--- src/rtl/mem_loader.sv ---
// mem_loader: streams noun-cell words from a valid/ready source into
// consecutive memory_unit addresses, then hands the root address to
// mem_traversal via a level start request.
module mem_loader #(
    parameter int         ADDR_W     = 16,
    parameter int         DATA_W     = 68,
    parameter int         CNT_W      = 16,
    parameter logic [1:0] FUNC_WRITE = 2'b01,
    parameter logic [1:0] FUNC_READ  = 2'b00
) (
    input  logic              clk,
    input  logic              rst,
    input  logic              power,
    input  logic              start,
    input  logic [ADDR_W-1:0] base_addr,
    input  logic [CNT_W-1:0]  word_count,
    input  logic [DATA_W-1:0] in_data,
    input  logic              in_valid,
    output logic              in_ready,
    input  logic              mem_ready,
    output logic              mem_execute,
    output logic [1:0]        mem_func,
    output logic [ADDR_W-1:0] mem_addr,
    output logic [DATA_W-1:0] mem_data,
    output logic              busy,
    output logic              done,
    output logic              overflow,
    output logic              traversal_execute,
    output logic [ADDR_W-1:0] start_addr
);

    typedef enum logic [2:0] {
        S_IDLE,
        S_WAIT_WORD,
        S_ISSUE,
        S_WAIT_BUSY,
        S_WAIT_DONE,
        S_FINISH
    } state_t;

    state_t              state, state_nx;
    logic [ADDR_W-1:0]   addr_q, addr_nx;
    logic [ADDR_W-1:0]   start_addr_q, start_addr_nx;
    logic [CNT_W-1:0]    remaining_q, remaining_nx, remaining_dec;
    logic [DATA_W-1:0]   data_q, data_nx;
    logic                overflow_q, overflow_nx;
    logic                trav_q, trav_nx;
    logic                done_q, done_nx;

    // Handshake and command strobe are decoded from state; power=0 masks them.
    assign in_ready          = power && (state == S_WAIT_WORD) && mem_ready;
    assign mem_execute       = power && (state == S_ISSUE);
    assign mem_func          = (state == S_ISSUE) ? FUNC_WRITE : FUNC_READ;
    assign mem_addr          = addr_q;
    assign mem_data          = data_q;
    assign busy              = (state == S_WAIT_WORD) || (state == S_ISSUE) ||
                               (state == S_WAIT_BUSY) || (state == S_WAIT_DONE);
    assign done              = done_q;
    assign overflow          = overflow_q;
    assign traversal_execute = trav_q;
    assign start_addr        = start_addr_q;

    // State and datapath registers; power=0 freezes everything.
    always_ff @(posedge clk or negedge rst) begin
        if (!rst) begin
            state        <= S_IDLE;
            addr_q       <= '0;
            start_addr_q <= '0;
            remaining_q  <= '0;
            data_q       <= '0;
            overflow_q   <= 1'b0;
            trav_q       <= 1'b0;
            done_q       <= 1'b0;
        end else if (power) begin
            state        <= state_nx;
            addr_q       <= addr_nx;
            start_addr_q <= start_addr_nx;
            remaining_q  <= remaining_nx;
            data_q       <= data_nx;
            overflow_q   <= overflow_nx;
            trav_q       <= trav_nx;
            done_q       <= done_nx;
        end
    end

    // Next-state and next-register logic for the load sequence.
    always_comb begin
        state_nx      = state;
        addr_nx       = addr_q;
        start_addr_nx = start_addr_q;
        remaining_nx  = remaining_q;
        data_nx       = data_q;
        overflow_nx   = overflow_q;
        trav_nx       = trav_q;
        done_nx       = 1'b0;
        remaining_dec = remaining_q - CNT_W'(1);

        case (state)
            S_IDLE: begin
                if (start) begin
                    addr_nx       = base_addr;
                    start_addr_nx = base_addr;
                    remaining_nx  = word_count;
                    overflow_nx   = 1'b0;
                    trav_nx       = 1'b0;
                    state_nx      = (word_count == '0) ? S_FINISH : S_WAIT_WORD;
                end
            end
            S_WAIT_WORD: begin
                if (in_valid && in_ready) begin
                    data_nx  = in_data;
                    state_nx = S_ISSUE;
                end
            end
            S_ISSUE: begin
                state_nx = S_WAIT_BUSY;
            end
            S_WAIT_BUSY: begin
                if (!mem_ready) begin
                    state_nx = S_WAIT_DONE;
                end
            end
            S_WAIT_DONE: begin
                if (mem_ready) begin
                    remaining_nx = remaining_dec;
                    if (remaining_dec == '0) begin
                        state_nx = S_FINISH;
                    end else if (addr_q == '1) begin
                        // Address would wrap: stop without consuming the rest.
                        overflow_nx = 1'b1;
                        state_nx    = S_FINISH;
                    end else begin
                        addr_nx  = addr_q + ADDR_W'(1);
                        state_nx = S_WAIT_WORD;
                    end
                end
            end
            S_FINISH: begin
                done_nx  = 1'b1;
                trav_nx  = !overflow_q;
                state_nx = S_IDLE;
            end
            default: begin
                state_nx = S_IDLE;
            end
        endcase
    end

endmodule

--- config.mk ---
export PLATFORM = sky130hd
export DESIGN_NAME = mem_loader
export DESIGN_NICKNAME = d
export VERILOG_FILES = /design/src/rtl/mem_loader.sv
export SDC_FILE = /design/constraint.sdc
export NUM_CORES = 1
export LEC_CHECK = 0
export CAP_MARGIN = 10
export CORE_MARGIN = 5
export CORE_UTILIZATION = 45
export DETAILED_ROUTE_END_ITERATION = 8
export PLACE_DENSITY = 0.8
export SYNTH_ARGS = -nofsm -noshare
export SYNTH_HDL_FRONTEND = slang
export SYNTH_SLANG_ARGS = --single-unit
--- constraint.sdc ---
create_clock -name clk -period 2.8 [get_ports clk]
set_input_delay 0.7 -clock clk [delete_from_list [all_inputs] [get_ports clk]]
set_output_delay 0.7 -clock clk [all_outputs]
set_load 0.05 [all_outputs]
==> flow_results.org, run 1 <==
** Status
- The run finished with clean final reports.

** Finish
- Area growth from synthesis to final layout :: 51.6%
- 0 antenna diodes ended up in the layout.
- Post-layout net count :: 899
- Proportion of layout cells with a drive suffix above 1 :: 19.2%
- Leaving out filler cells and counting taps, the final layout contains 979.

** Global route
- The number of global-route vias before repair came to 5374.
- Global routing finished with a remaining overflow of 0.
- Global routing used 22.5% of the available tracks.
- Pin count of the biggest net entering global routing :: 61
- The first global-routing pass estimated 28.6 mm of wire.
- The initial antenna violation count was 0.

** Worst setup path
- Worst r2r dst :: mem_addr[12]
- At the worst endpoint, the required time is 3.08 ns.
- Cell depth of the worst flop-to-flop path :: 10
- Of all nets on the critical path, the largest fanout is 14.
- For flop-to-flop paths, the worst setup slack is 0.17 ns.
- The critical path in this run is classified as reg -> reg.
- Crit start category :: register
- Crit path DAT :: 2.91 ns
- Reg-to-Reg Start :: remaining_q[0]
- Kind of end point of the critical path :: register

** Die
- Width of the die :: 125 um
- Die area :: 0.0156 sq mm
- For this configuration, the core starts out at a cell density of 45.5%.
- The die is 125 um tall.
- For this design the top-level I/O count stands at 214.
- The total area inside the core boundary comes to 0.0131 sq mm.
- # rows :: 42

** Routing
- The first detailed-routing pass ran for 5 iterations.
- Post-DRT Antenna Nets :: 0
- Dividing the detail-routed wire length by the instance count gives 18.2 um.
- Total wire length :: 17.8 mm
- In this run, the number of DRC markers left after iteration 0 of detailed routing was 299.
- After detailed routing, the number of remaining DRC violations is 0.
- Dividing the detail-routed via count by the number of cells gives 5.52.
- Via total after detailed routing :: 5405

** Clocking
- Clock-pin slew was measured on the worst setup and hold paths at 0.05 ns.
- In this run the deepest clock path goes through 2 buffers.
- TritonCTS built the clock tree.
- In this run the clock root is driven by a clkbuf_16.
- CTS H-tree depth :: 4
- Inserted Clock Buffers :: 17
- Clock latency at the later pin of the worst-skew pair :: 0.41 ns
- CTS saw 122 sinks.

** Hold path
- The tightest min-delay check is of the in -> async type.

** Logic synthesis
- Mapped Nets :: 678
- In this run, synthesis inferred 0 flip-flops with an integrated enable.
- Summing every instance area after synthesis gives 0.00595 sq mm.
- Counting flops with an async set or reset pin after synthesis yields a share of 100%.
- Leading cell type by number of instances after synthesis :: dfrtp_1
- Synth Area per Inst :: 10.5 sq um
- The synthesized design devotes to its leading area cell type 51.3% of total area.
- In the synthesized netlist, the number of instances is 569.
- After synthesis, the cell types taking the most area are dfrtp_1 (51%), mux2_2 (13%), nand2_1 (5.5%).
- Commonest cells in the netlist :: dfrtp_1 (122), nand2_1 (87), mux2_2 (71), nor2_1 (41)
- For this run, the leading register cell type out of synthesis is dfrtp_1.
- Ys Warns :: 0
- Summing the sequential cell areas from Yosys gives 51.3% of the chip area.
- The biggest area contributor in the post-synthesis netlist is dfrtp_1.
- The synthesized design contains 122 register bits.
- Library cells used by synthesis :: 73

** Placement
- DP Cell Count :: 945
- The congestion estimate from routability-driven global placement came to 0.917.
- Number of port buffers :: 212
- The HPWL after detailed placement is 13.3 mm.

** Power and ir drop
- VDD sags by at most 0.000725 V.
- Power Density :: 1340 mW/mm^2
- For this design the static power due to leakage is 3.83 nW.

** Timing
- Setup repair after global routing left no endpoint under its margin.
- Worst setup skew after layout :: 0.00432 ns
- The final critical path takes up 93.8% of the cycle.
- The max-slew violation total from the final report is 0.
- For the pin with the worst max-slew slack, the measured transition is 0.580 ns.
- Setup violations remaining at the end of the flow were counted as 0.
- The number of failing hold endpoints at the final stage was 0.
- Headroom to the max-slew limit came out at 61.2%.
- Static timing analysis puts the maximum clock frequency at 381 MHz.
- Final-layout worst hold slack :: 0.269 ns
- Sum of negative setup slack :: 0 ns
- The worst path needs 2.63 ns of the cycle, external delays included.

** Flow run
- Max-cap check violation count :: 0
registers in the layout, summed over array words and instances (netlist names):
| register | count |
|---|---|
| done | 1 |
| traversal_execute | 1 |
| overflow | 1 |
| remaining_q | 16 |
| mem_addr | 16 |
| start_addr | 16 |
| mem_data | 68 |
| state | 3 |
worst max-delay path by stage:
stage,startpoint,end,slack [ns],cells after the start
6_report,remaining_q[0],mem_addr[12],0.17,10
5_1_grt,remaining_q[0],mem_addr[12],0.007,10
4_1_cts,remaining_q[0],mem_addr[12],0.05,10
3_5_place_dp,remaining_q[0],mem_addr[12],0.08,10
3_3_place_gp,remaining_q[0],mem_addr[12],0.21,10
2_1_floorplan,remaining_q[0],mem_addr[12],0.22,10
cells by family after synthesis:
family	count (synthesis)	synth area share (%)
other	1	0.0630
adders and majority gates	3	0.631
DFF	122	51.3
muxes	74	14.0
xor gates and xnor gates	2	0.295
AOI/OAI and AO/OA	100	11.3
buffers and inverters	40	3.24
and+or+nand+nor	227	19.1
report_power, final:
part	internal [mW]	total [mW]	switching, mW
clock network	1.49	2.23	0.736
logic	2.38	6.47	4.10
registers	2.65	3.40	0.758
stage by stage:
| step | setup slack (ns) | total power [mW] | cell area, sq um | utilization (%) |
|---|---|---|---|---|
| 2_1_floorplan | 0.219 | 7.48 | 5950 | - |
| 3_3_place_gp | 0.214 | 9.68 | 8380 | 64.0 |
| 3_5_place_dp | 0.0820 | 9.86 | 8380 | 64.0 |
| 4_1_cts | 0.0537 | 12.1 | 8980 | 68.7 |
| 5_1_grt | 0.00728 | 12.6 | 9020 | 68.9 |
| 6_report | 0.173 | 12.1 | 9020 | 68.9 |
layout by cell type (no fill, tap or decap), types with 3 or more instances in the layout:
master,instances
nor2_1,39
bufinv_16,3
a21oi_1,25
mux2_2,71
and2_1,4
clkinv_2,3
a311oi_1,3
nand4b_1,3
clkdlybuf4s50_1,207
o21ai_0,25
or3_1,6
nor4_1,7
nor3_1,16
a211oi_1,4
inv_1,4
buf_12,7
a31oi_1,5
buf_4,23
nand2_1,86
clkbuf_8,4
a22oi_1,5
and3_1,15
nand4_1,6
nand3_1,17
dfrtp_1,122
o211ai_1,5
ha_1,3
clkbuf_1,4
clkbuf_16,17
o22ai_1,3
worst max-delay path: stages (launching register included):
cell       delay (ns)
dfrtp_1          0.36
inv_1            0.05
ha_1             0.20
buf_4            0.18
nor2_1           0.12
a31oi_1          0.15
a2111oi_2        0.36
o21ai_1          0.12
or3_4            0.42
and4_4           0.19
or3_1            0.34
cell type report:
| class | instances | area [sq um] |
|---|---|---|
| Clock buffer | 25 | 495 |
| Clock inverter | 7 | 113 |
| Fill cell | 930 | 4070 |
| Inverter | 4 | 15.0 |
| Multi-Input combinational cell | 407 | 2720 |
| Sequential cell | 122 | 3050 |
| Tap cell | 176 | 220 |
| Timing Repair Buffer | 238 | 2400 |
per-layer routing:
layer  GRT usage (%)  wire, um  vias up
met5               0         0        -
met4            8.35       524        0
met3            6.06      1300       45
met2            38.9      8960      269
met1            26.9      7050     2604
li1                -         -     2487
what timing repair did:
action                     4_1_cts  5_1_grt
setup endpoints to repair        0        4
gates resized for setup          0        4
setup buffers                    0        2
hold buffers                     0        0
Note: power is estimated with default switching activity, not from simulation.
==> run 2: changes to the inputs <==
--- a/config.mk
+++ b/config.mk
@@ -5,11 +5,13 @@
 export SDC_FILE = /design/constraint.sdc
 export NUM_CORES = 1
 export LEC_CHECK = 0
+export ABC_AREA = 1
 export CAP_MARGIN = 10
-export CORE_MARGIN = 5
+export CORE_MARGIN = 4
 export CORE_UTILIZATION = 45
+export CTS_CLUSTER_SIZE = 10
 export DETAILED_ROUTE_END_ITERATION = 8
-export PLACE_DENSITY = 0.8
+export PLACE_DENSITY = 0.81
 export SYNTH_ARGS = -nofsm -noshare
 export SYNTH_HDL_FRONTEND = slang
 export SYNTH_SLANG_ARGS = --single-unit
==> run 2 against run 1 <==
  * Synthesized area down 0.95%
  * Die area down 4.0%
  * Count of clock-buffer cells in the layout down 5
  * Worst setup slack worse by 0.087 ns
  * Flip-flop and latch count unchanged
  * Via count down 5.3%
  * Largest power group unchanged
==> flow_results.org, run 2 <==
** Timing
- The worst slew margin relative to its limit was 59.5% (-1.8 points).
- Fin. max-slew vios :: 0 (unchanged)
- The worst-case hold slack came to 0.228 ns (-0.0404 ns).
- The worst-margin pin slew is 0.606 ns (+0.0263 ns).
- Unrepaired setup endpoints after global routing :: no
- The minimum setup slack in the final design came to 0.0858 ns (-0.0868 ns).
- Worst setup skew after layout :: 0.00934 ns (+0.00502 ns)
- The maximum achievable frequency is 368 MHz (-3.2%).
- Final period util :: 96.9% (+3.1 points)
- Setup-violating endpoint count in the final report :: 0 (unchanged)
- The total negative slack came to 0 ns (unchanged).
- The number of failing hold endpoints at the final stage is 0 (unchanged).
- The time the final worst path needs with I/O delays and setup was 2.71 ns (+0.0868 ns).

** Logic synthesis
- Library cells used by synthesis :: 36 (-51%)
- Synth Area per Inst :: 9.58 sq um (-8.4%)
- Counting instances in the post-synthesis netlist gives the leading cell types as nand2_1 (135), dfrtp_1 (122), inv_1 (53), mux2_2 (50), nor2_1 (37).
- The proportion of synthesized chip area in sequential cells was 51.8% (+0.49 points).
- The number of enable flip-flop cells after synthesis is 0 (unchanged).
- The share of synthesized flip-flops with an asynchronous set or reset was 100% (unchanged).
- Share of Yosys cell area claimed by the top area cell type :: 51.8% (+0.49 points)
- Mapped Nets :: 724 (+6.8%)
- Summed over all instances, the cell type with the most area after synthesis is dfrtp_1.
- The count of warnings emitted by yosys came to 0 (unchanged).
- Most used DFF post-synth :: dfrtp_1
- The flop and latch count out of synthesis came to 122 (unchanged).
- The post-synthesis cell count is 615 (+8.1%).
- Area of the mapped netlist :: 0.00589 sq mm (-0.95%)
- Yosys instantiated no cell more often than nand2_1.
- Ranked by total cell area, the synthesized netlist is headed by dfrtp_1 (52%), mux2_2 (9.6%), nand2_1 (8.6%).

** Power and ir drop
- The post-layout total power is 11.9 mW (-2.0%).
- The maximum VDD drop is 0.00107 V (+48%).
- Power Density :: 1340 mW/mm^2 (about the same)
- The static power due to leakage is 4.03 nW (+5.2%).

** Global route
- The initial antenna violation count is 0 (unchanged).
- First-pass GRT wire length :: 27.0 mm (-5.6%)
- Vias in the first global route :: 5295 (-1.5%)
- The total grt overflow came to 0 (unchanged).
- Aggregate global-route resource usage :: 23.3% (+0.75 points)
- Pin count of the biggest net entering global routing :: 56 (-8.2%)

** Clocking
- CTS Hold Bufs :: 0 (unchanged)
- The post-CTS repair timing setup buffer count is 0 (unchanged).
- The largest buffer count on any clock path came to 2 (unchanged).
- The number of cells upsized or downsized after cts was 0 (unchanged).
- Clock latency at the later pin of the worst-skew pair :: 0.42 ns (about the same)
- CTS Sinks :: 122 (unchanged)
- The number of H-tree branching levels is 4 (unchanged).
- Inserted Clock Buffers :: 17 (unchanged)
- Root buffer cell :: clkbuf_16
- Clock slew at the register clock pins of the worst setup and hold paths :: 0.06 ns (about the same)
- TritonCTS built the clock tree.

** Worst setup path
- The required arrival time at the worst endpoint is 2.10 ns (-0.98 ns).
- Crit start category :: register
- The worst setup path is of the reg -> out kind.
- Cell depth of the worst flop-to-flop path :: 13 (+3)
- Crit-path slowest cell :: clkdlybuf4s50_1
- Among cell families on the critical path, the largest total delay comes from buffers and inverters.
- The critical path goes through nor3_2 > clkdlybuf4s50_1.
- Largest driver fanout on the critical path :: 7 (-7)
- Stage delay of the slowest cell on the critical path :: 0.86 ns (+0.44 ns)
- CP Depth :: 2 (-8)
- Kind of end point of the critical path :: primary output
- The data arrival time of the critical path was 2.01 ns (-0.90 ns).
- Worst Path Buf+Inv :: 1 (-1)

** Die
- Die Y-Extent :: 122 um (-2.0%)
- Ports placed on the boundary :: 214 (unchanged)
- The die span in x came to 122 um (-2.0%).
- # rows :: 41 (-2.4%)
- The initial core utilization was 46.3% (+0.85 points).
- Die area :: 0.0150 sq mm (-4.0%)
- Floorplan Core Area :: 0.0127 sq mm (-2.8%)

** Finish
- Area growth from synthesis to final layout :: 50.0%
- The final layout net count is 943 (+4.9%).
- The number of diodes added for antenna fixing was 0 (unchanged).
- Utilization of the core after routing :: 69.5% (+0.57 points)
- Proportion of layout cells with a drive suffix above 1 :: 16.0% (-3.2 points)
- The post-route standard cell area excluding fillers is 0.00884 sq mm (-2.0%).
- Flip-flop count of the largest register, all copies and words added :: 68 (unchanged)
- The top cell types in the final layout, fill and taps aside, are clkdlybuf4s50_1 (208), nand2_1 (134), dfrtp_1 (122).
- The final instance count without filler cells was 1018 (+4.0%).
- Most frequent standard cell in the layout excluding fill and tap cells :: clkdlybuf4s50_1
- The number of fill cells in the layout was 946 (+1.7%).

** Placement
- Half-perimeter wire length after detailed placement :: 12.6 mm (-5.8%)
- Worst slack at placement :: 0.256 ns (+0.174 ns)
- The last weighted congestion value of the routability-driven placer is 0.890 (-2.9%).
- The quantity of I/O buffers inserted on ports is 212 (unchanged).
- The number of placed cells counting well taps came to 987 (+4.4%).
- Placement-stage cell area :: 0.00826 sq mm (-1.4%)

** Routing
- The via count is 5119 (-5.3%).
- Detailed-route wire length per cell :: 16.6 um (-8.7%)
- After detailed routing, no signal wire sits above met4.
- The first-pass iteration count of the detailed router was 6 (+1).
- The overall routed net length was 16.9 mm (-5.1%).
- Routed metal-1 wirelength :: 6.24 mm (-11%)
- The met2 wire length came to 8.51 mm (-5.0%).
- The met3 wire length came to 1.94 mm (+49%).
- The count of antenna-violating nets left after detailed routing was 0 (unchanged).
- Final routed DRC violation total :: 0 (unchanged)
- First DRT Iteration DRCs :: 426 (+42%)
- The post-detailed-route via-to-cell ratio came to 5.03 (-8.9%).

** Status
- The flow ran to the end, and the final reports show no timing, DRC or antenna violations.

** Hold path
- Worst Hold Class :: in -> async

** Flow run
- Max-cap check violation count :: 0 (unchanged)
run 2: area by class of cell:
| cell class | count | area (sq um) | share of cell area, % |
|---|---|---|---|
| Clock buffer | 20 | 457 | 5.17 |
| Clock inverter | 11 | 121 | 1.37 |
| Inverter | 56 | 210 | 2.38 |
| Multi-Input combinational cell | 414 | 2510 | 28.4 |
| Sequential cell | 122 | 3050 | 34.5 |
| Tap cell | 172 | 215 | 2.43 |
| Timing Repair Buffer | 223 | 2270 | 25.7 |
run 2: logic make-up after synthesis:
logic type | count (synthesis) | synth area share (%)
AND/OR/NAND/NOR | 254 | 20.0
flip-flops | 122 | 51.8
buffers and inverters | 79 | 5.65
AO/OA/AOI/OAI | 74 | 6.73
multiplexers | 68 | 13.0
XOR/XNOR | 14 | 2.08
adder cells (fa/ha/maj) | 3 | 0.637
other | 1 | 0.0636
run 2: worst paths after layout:
path	start	slack, ns	endpoint
max in group asynchronous	rst	1.89	start_addr[9]
hold / removal	rst	0.23	remaining_q[8]
min in group clk	start_addr[0]	0.47	start_addr[0]
setup reg to reg	remaining_q[0]	0.39	mem_addr[7]
hold reg to reg	start_addr[0]	0.47	start_addr[0]
setup / recovery	state[2]	0.09	mem_func[0]
run 2: worst reg2reg max path, cell delays in order, from the launching register on:
cell and delay [ns]:
dfrtp_1 0.41, inv_1 0.16, ha_1 0.25, nand2_2 0.13, nor2_8 0.18, xor2_1 0.27, nand3_1 0.15, nor2_2 0.14
nand2_2 0.07, nand2_2 0.07, nand2_4 0.16, nand2_8 0.21, nand2_2 0.07, nand2_1 0.07
run 2: where the power goes:
group	switching, mW	leakage (nW)	internal [mW]	total [mW]
Combinational	4.23	2.26	2.24	6.47
Clock	0.811	0.270	1.35	2.16
Sequential	0.632	1.50	2.60	3.24
run 2: per-layer routing:
metal  vias up  global-route usage, %
met4         0                   6.72
met1      2449                   25.8
met3        20                   11.4
met5         -                      0
met2       192                   39.6
li1       2458                      -
